$ cat src/rtl/cache_arbiter_pkg.sv
// Shared types for the data-cache port arbiter: FSM states and the latched request payload.
package cache_arbiter_pkg;

   localparam int unsigned REQ_ADDR_W = 32;
   localparam int unsigned REQ_DATA_W = 32;

   typedef enum logic {ARB_IDLE, ARB_BUSY} arb_state_t;

   typedef struct packed {
      logic                  we;
      logic [REQ_ADDR_W-1:0] addr;
      logic [REQ_DATA_W-1:0] wdata;
   } mem_req_t;

endpackage

$ cat src/rtl/arb_rr_sel.sv
// Two-way requester picker: round-robin on ties, or port 0 always wins ties in fixed mode.
module arb_rr_sel #(
   parameter bit FIXED_PRIO = 1'b0
) (
   input  logic [1:0] valid,
   input  logic       last_grant,
   output logic [1:0] grant
);

   // On a tie the port that did not win last time gets the grant.
   always_comb begin
      grant = valid;
      if (&valid) begin
         grant = (FIXED_PRIO || last_grant) ? 2'b01 : 2'b10;
      end
   end

endmodule

$ cat src/rtl/cache_arbiter.sv
// Shares one data-cache port between the CPU memory stage (port 0) and the loader/debug DMA (port 1).
module cache_arbiter
   import cache_arbiter_pkg::*;
#(
   parameter int unsigned ADDR_W     = 32,
   parameter int unsigned DATA_W     = 32,
   parameter bit          FIXED_PRIO = 1'b0,
   parameter int unsigned TIMEOUT    = 1024
) (
   input  logic              clk,
   input  logic              rstn,
   input  logic              req0_valid,
   input  logic              req0_we,
   input  logic [ADDR_W-1:0] req0_addr,
   input  logic [DATA_W-1:0] req0_wdata,
   output logic              req0_ready,
   output logic              req0_done,
   output logic [DATA_W-1:0] req0_rdata,
   input  logic              req1_valid,
   input  logic              req1_we,
   input  logic [ADDR_W-1:0] req1_addr,
   input  logic [DATA_W-1:0] req1_wdata,
   output logic              req1_ready,
   output logic              req1_done,
   output logic [DATA_W-1:0] req1_rdata,
   output logic [ADDR_W-1:0] cache_addr,
   output logic [DATA_W-1:0] cache_wdata,
   input  logic [DATA_W-1:0] cache_rdata,
   output logic              cache_we,
   output logic              cache_re,
   input  logic              cache_miss,
   output logic              err
);

   localparam int unsigned CNT_W = $clog2(TIMEOUT + 1);

   arb_state_t       state_q;
   arb_state_t       state_d;
   mem_req_t         req_q;
   mem_req_t         pick;
   logic             last_grant;
   logic [1:0]       grant;
   logic             accept;
   logic             complete;
   logic [CNT_W-1:0] wd_cnt;

   arb_rr_sel #(.FIXED_PRIO(FIXED_PRIO)) u_sel (
      .valid      ({req1_valid, req0_valid}),
      .last_grant (last_grant),
      .grant      (grant)
   );

   always_ff @(posedge clk) begin
      if (!rstn) state_q <= ARB_IDLE;
      else       state_q <= state_d;
   end

   // Ready is held low during reset so nothing is accepted while the block is being cleared.
   always_comb begin
      state_d    = state_q;
      req0_ready = 1'b0;
      req1_ready = 1'b0;
      cache_re   = 1'b0;
      cache_we   = 1'b0;
      accept     = 1'b0;
      complete   = 1'b0;
      case (state_q)
         ARB_IDLE: begin
            if (rstn && (grant != 2'b00)) begin
               req0_ready = grant[0];
               req1_ready = grant[1];
               accept     = 1'b1;
               state_d    = ARB_BUSY;
            end
         end
         ARB_BUSY: begin
            cache_re = !req_q.we;
            cache_we = req_q.we;
            if (!cache_miss) begin
               complete = 1'b1;
               state_d  = ARB_IDLE;
            end
         end
         default: state_d = ARB_IDLE;
      endcase
   end

   always_comb begin
      pick = '{we: req0_we, addr: REQ_ADDR_W'(req0_addr), wdata: REQ_DATA_W'(req0_wdata)};
      if (grant[1]) begin
         pick = '{we: req1_we, addr: REQ_ADDR_W'(req1_addr), wdata: REQ_DATA_W'(req1_wdata)};
      end
   end

   // last_grant doubles as the id of the port that owns the access in flight.
   always_ff @(posedge clk) begin
      if (!rstn) begin
         req_q      <= '0;
         last_grant <= 1'b1;
         req0_done  <= 1'b0;
         req1_done  <= 1'b0;
         req0_rdata <= '0;
         req1_rdata <= '0;
      end else begin
         req0_done <= complete && !last_grant;
         req1_done <= complete && last_grant;
         if (accept) begin
            req_q      <= pick;
            last_grant <= grant[1];
         end
         if (complete && !req_q.we) begin
            if (last_grant) req1_rdata <= cache_rdata;
            else            req0_rdata <= cache_rdata;
         end
      end
   end

   assign cache_addr  = ADDR_W'(req_q.addr);
   assign cache_wdata = DATA_W'(req_q.wdata);

   // Watchdog only flags a stuck access; the access itself keeps waiting.
   always_ff @(posedge clk) begin
      if (!rstn) begin
         wd_cnt <= '0;
         err    <= 1'b0;
      end else if (complete) begin
         wd_cnt <= '0;
      end else if ((state_q == ARB_BUSY) && cache_miss && (wd_cnt != CNT_W'(TIMEOUT))) begin
         wd_cnt <= wd_cnt + CNT_W'(1);
         if (wd_cnt == CNT_W'(TIMEOUT - 1)) err <= 1'b1;
      end
   end

endmodule

$ cat config.mk
export PLATFORM = sky130hd
export DESIGN_NAME = cache_arbiter
export DESIGN_NICKNAME = d
export VERILOG_FILES = /design/src/rtl/cache_arbiter_pkg.sv /design/src/rtl/arb_rr_sel.sv /design/src/rtl/cache_arbiter.sv
export SDC_FILE = /design/constraint.sdc
export NUM_CORES = 1
export LEC_CHECK = 0
export ABC_AREA = 1
export CAP_MARGIN = 15
export CORE_ASPECT_RATIO = 1.25
export CORE_UTILIZATION = 45
export DETAILED_ROUTE_END_ITERATION = 7
export PLACE_DENSITY = 0.85
export SETUP_SLACK_MARGIN = 0.5
export SLEW_MARGIN = 20
export SYNTH_ARGS = -nofsm -noshare
export SYNTH_HDL_FRONTEND = slang
export SYNTH_SLANG_ARGS = --single-unit
$ cat constraint.sdc
create_clock -name clk -period 3.55 [get_ports clk]
set_clock_uncertainty 0.05 [all_clocks]
set_input_delay 0.71 -clock clk [delete_from_list [all_inputs] [get_ports clk]]
set_output_delay 0.71 -clock clk [all_outputs]
set_load 0.1 [all_outputs]
==> out/metrics.yaml <==
hpwl_um: 13170
synth.area.top_cells: "dfxtp_1, nor2_1, o21ai_0"
cp.arrival_ps: 1920
cts_sinks: 145
design.core.area_mm2: 0.01387
period_share_pct: 75.62
antenna_found_initial: 0
drtIter0Drc: 299
layout-area-overhead-vs-synth_pct: 47.57
stdcell_area_mm2: 0.009498
period_needed_ps: 2684
synthSimpleGateAreaFrac_pct: 22.16
cts_setup_buffers: 0
synth_area_leader_cell: "dfxtp_1"
ys_types: 28
synthAdderAreaFrac_pct: 0.3888
dpl_cell_area_mm2: 0.008926
drt_pass1_iterations: 4
min_path_type: "flop to flop"
avgSynthCellArea_um2: 7.449
n_antenna_cell: 0
post_drt_wl_per_cell_um: 14.77
path_class: "flop to output pin"
ys_warn_count: 0
slew_violations: 0
gp_congestion: 0.8464
grt_max_degree: 93
fmax_ghz: 0.3725
synth_top_family_by_area: "simple AND/OR/NAND/NOR gates"
ys_ff_latch: 145
cp_slowest_cell: "clkdlybuf4s50_1"
end_kind: "output pin"
finalSetupViolCount: 0
setup-tns-final_ps: 0
row_count: 48
comb_power_share_pct: 33.3
synthXorXnorAreaFrac_pct: 0.5443
drc: 0
grt_setup_unrepaired: "false"
place_ws_ps: 956.4
maxSlewHeadroom_pct: 31.63
synth_edf_count: 0
p_switching_w: 0.002116
path_buf_inv: 1
synth.top_cell.area_share_pct: 45.10
powerDensity_mw_per_mm2: 563.8
ant_nets: 0
synth_compound_area_share_pct: 17.30
viasPerCell: 5.092
grt_pass1_wl_um: 28880
p_int_w: 0.003239
setup_ws_ps: 865.7
syn_nets: 1033
p_leak_nw: 3.690
die_w_um: 109.0
cp_max_fo: 2
yosys-top-cells-count: "nor2_1, dfxtp_1, o21ai_0"
cts_tree: "done"
seq_power_share_pct: 34.3
synth_cells: 864
yosysMostFrequentCell: "nor2_1"
cts_buffers: 17
ios: 302
worst_setup_path_start_kind: "flop"
cts_resized: 0
dr_total_vias: 6411
crit_required_ps: 2790
netSwitchingFraction_pct: 39.51
cts.hold.buffers_added: 0
ctsHtreeMaxLevel: 4
peakVddDrop_v: 0.0003503
root_buffer: "clkbuf_16"
portBuffers: 301
worst_slew_pin_slew_ps: 1022
final_layout_size_suffix_gt1_share_pct: 7.657
drt_wl_total_um: 18590
fillers: 1100
cp_top_family: "buffers and inverters"
die_area_mm2: 0.01479
synthMuxAreaShare_pct: 0
clkTransAtPathRegs_ps: 60
synth_seq_area_share_pct: 45.10
synth_area_mm2: 0.006436
finalNonFillerCells: 1259
dpl.cell_count: 1227
start_util_pct: 46.39
dieHeight_um: 135.7
clkLatencyLatePin_ps: 410
hold_violations: 0
cts_max_path_buffers: 2
drv_cap: 0
crit_chain: "clkdlybuf4s50_1"
reg2reg_slack_ps: 1790
track_usage_pct: 25.14
ys_async_sr_fraction_pct: 0
critical_path.max_stage_delay_ps: 1160
first_global_vias: 6019
fin_nets: 1240
final_core_util_pct: 68.46
grt-ovfl-total: 0
p_clk_share_pct: 32.4
synthFlopType: "dfxtp_1"
status: "complete, no violations"
## cell usage in the layout (no fill, tap or decap)
| master | count |
|---|---|
| clkdlybuf4s50_1 | 285 |
| nor2_1 | 196 |
| dfxtp_1 | 145 |
| o21ai_0 | 122 |
| nand2_1 | 79 |
| nand3_1 | 55 |
| o21ai_1 | 45 |
| inv_1 | 32 |
| a21oi_1 | 26 |
| buf_4 | 22 |
| clkbuf_16 | 17 |
| a31o_2 | 11 |
| inv_6 | 7 |
| inv_2 | 5 |
| a31o_1 | 4 |
| nand4_1 | 4 |
| xor2_1 | 4 |
| nand3_2 | 3 |
| clkinvlp_4 | 3 |
| nand2_2 | 2 |
| nor2_2 | 2 |
| ha_1 | 2 |
| inv_8 | 2 |
| clkinv_2 | 2 |
| buf_12 | 2 |
| a21oi_2 | 1 |
| nor2_4 | 1 |
| nor2_8 | 1 |
| o21bai_2 | 1 |
| clkinv_1 | 1 |
| nand3b_1 | 1 |
| bufinv_16 | 1 |
## per-layer routing
metal	vias up	part of all wire, %	track usage (%)
li1	3172	-	-
met1	2933	37	26.69
met2	264	50	44.20
met3	42	9.4	8.802
met4	0	3.3	11.11
met5	-	0	0
## cell families (layout without fill, tap and decap cells)
family                     after synthesis  after routing
AOI/OAI and AO/OA                      210            210
buffers and inverters                  159            379
DFF                                    145            145
xor gates and xnor gates                 4              4
and+or+nand+nor                        344            344
adders and majority gates                2              2
## flip-flops by register name, indices dropped and copies added, names as in the netlist
name         count
state_q          1
req_q            1
err              1
cache_wdata     32
req0_rdata      32
cache_addr      32
req1_rdata      32
req1_done        1
req0_done        1
wd_cnt          11
last_grant       1
## path summary, 6_finish.rpt
check,startpoint,to,cells past startpoint
max,cache_addr[26],cache_addr[26],1
min,err,err,2
max reg2reg,state_q,req0_rdata[20],7
min reg2reg,err,err,2
## final cells by class
class	count	area, um2	share of cell area (%)
Clock buffer	17	425.4	4.479
Sequential cell	145	2903	30.56
Tap cell	175	219.0	2.305
Clock inverter	15	146.4	1.541
Multi-Input combinational cell	560	2604	27.41
Timing Repair Buffer	309	3058	32.20
Inverter	38	142.6	1.502
## power by group through the flow
stage                     combinational [W]  clock, W  sequential, W
final                               0.00178   0.00174        0.00184
after global routing                0.00186   0.00184        0.00185
after CTS                           0.00179   0.00177        0.00184
after detailed placement            0.00179         0        0.00187
after global placement              0.00177         0        0.00187
after floorplan                     0.00115         0        0.00212
## metrics by stage
stage | total power, W | hold slack (ps)
final | 0.005355 | 413.1
after global routing | 0.005555 | 445.2
after CTS | 0.005395 | 416.9
after detailed placement | 0.003659 | 407.8
after global placement | 0.003638 | 392.3
after floorplan | 0.003269 | 386.6
Note: power is estimated with default switching activity, not from simulation.
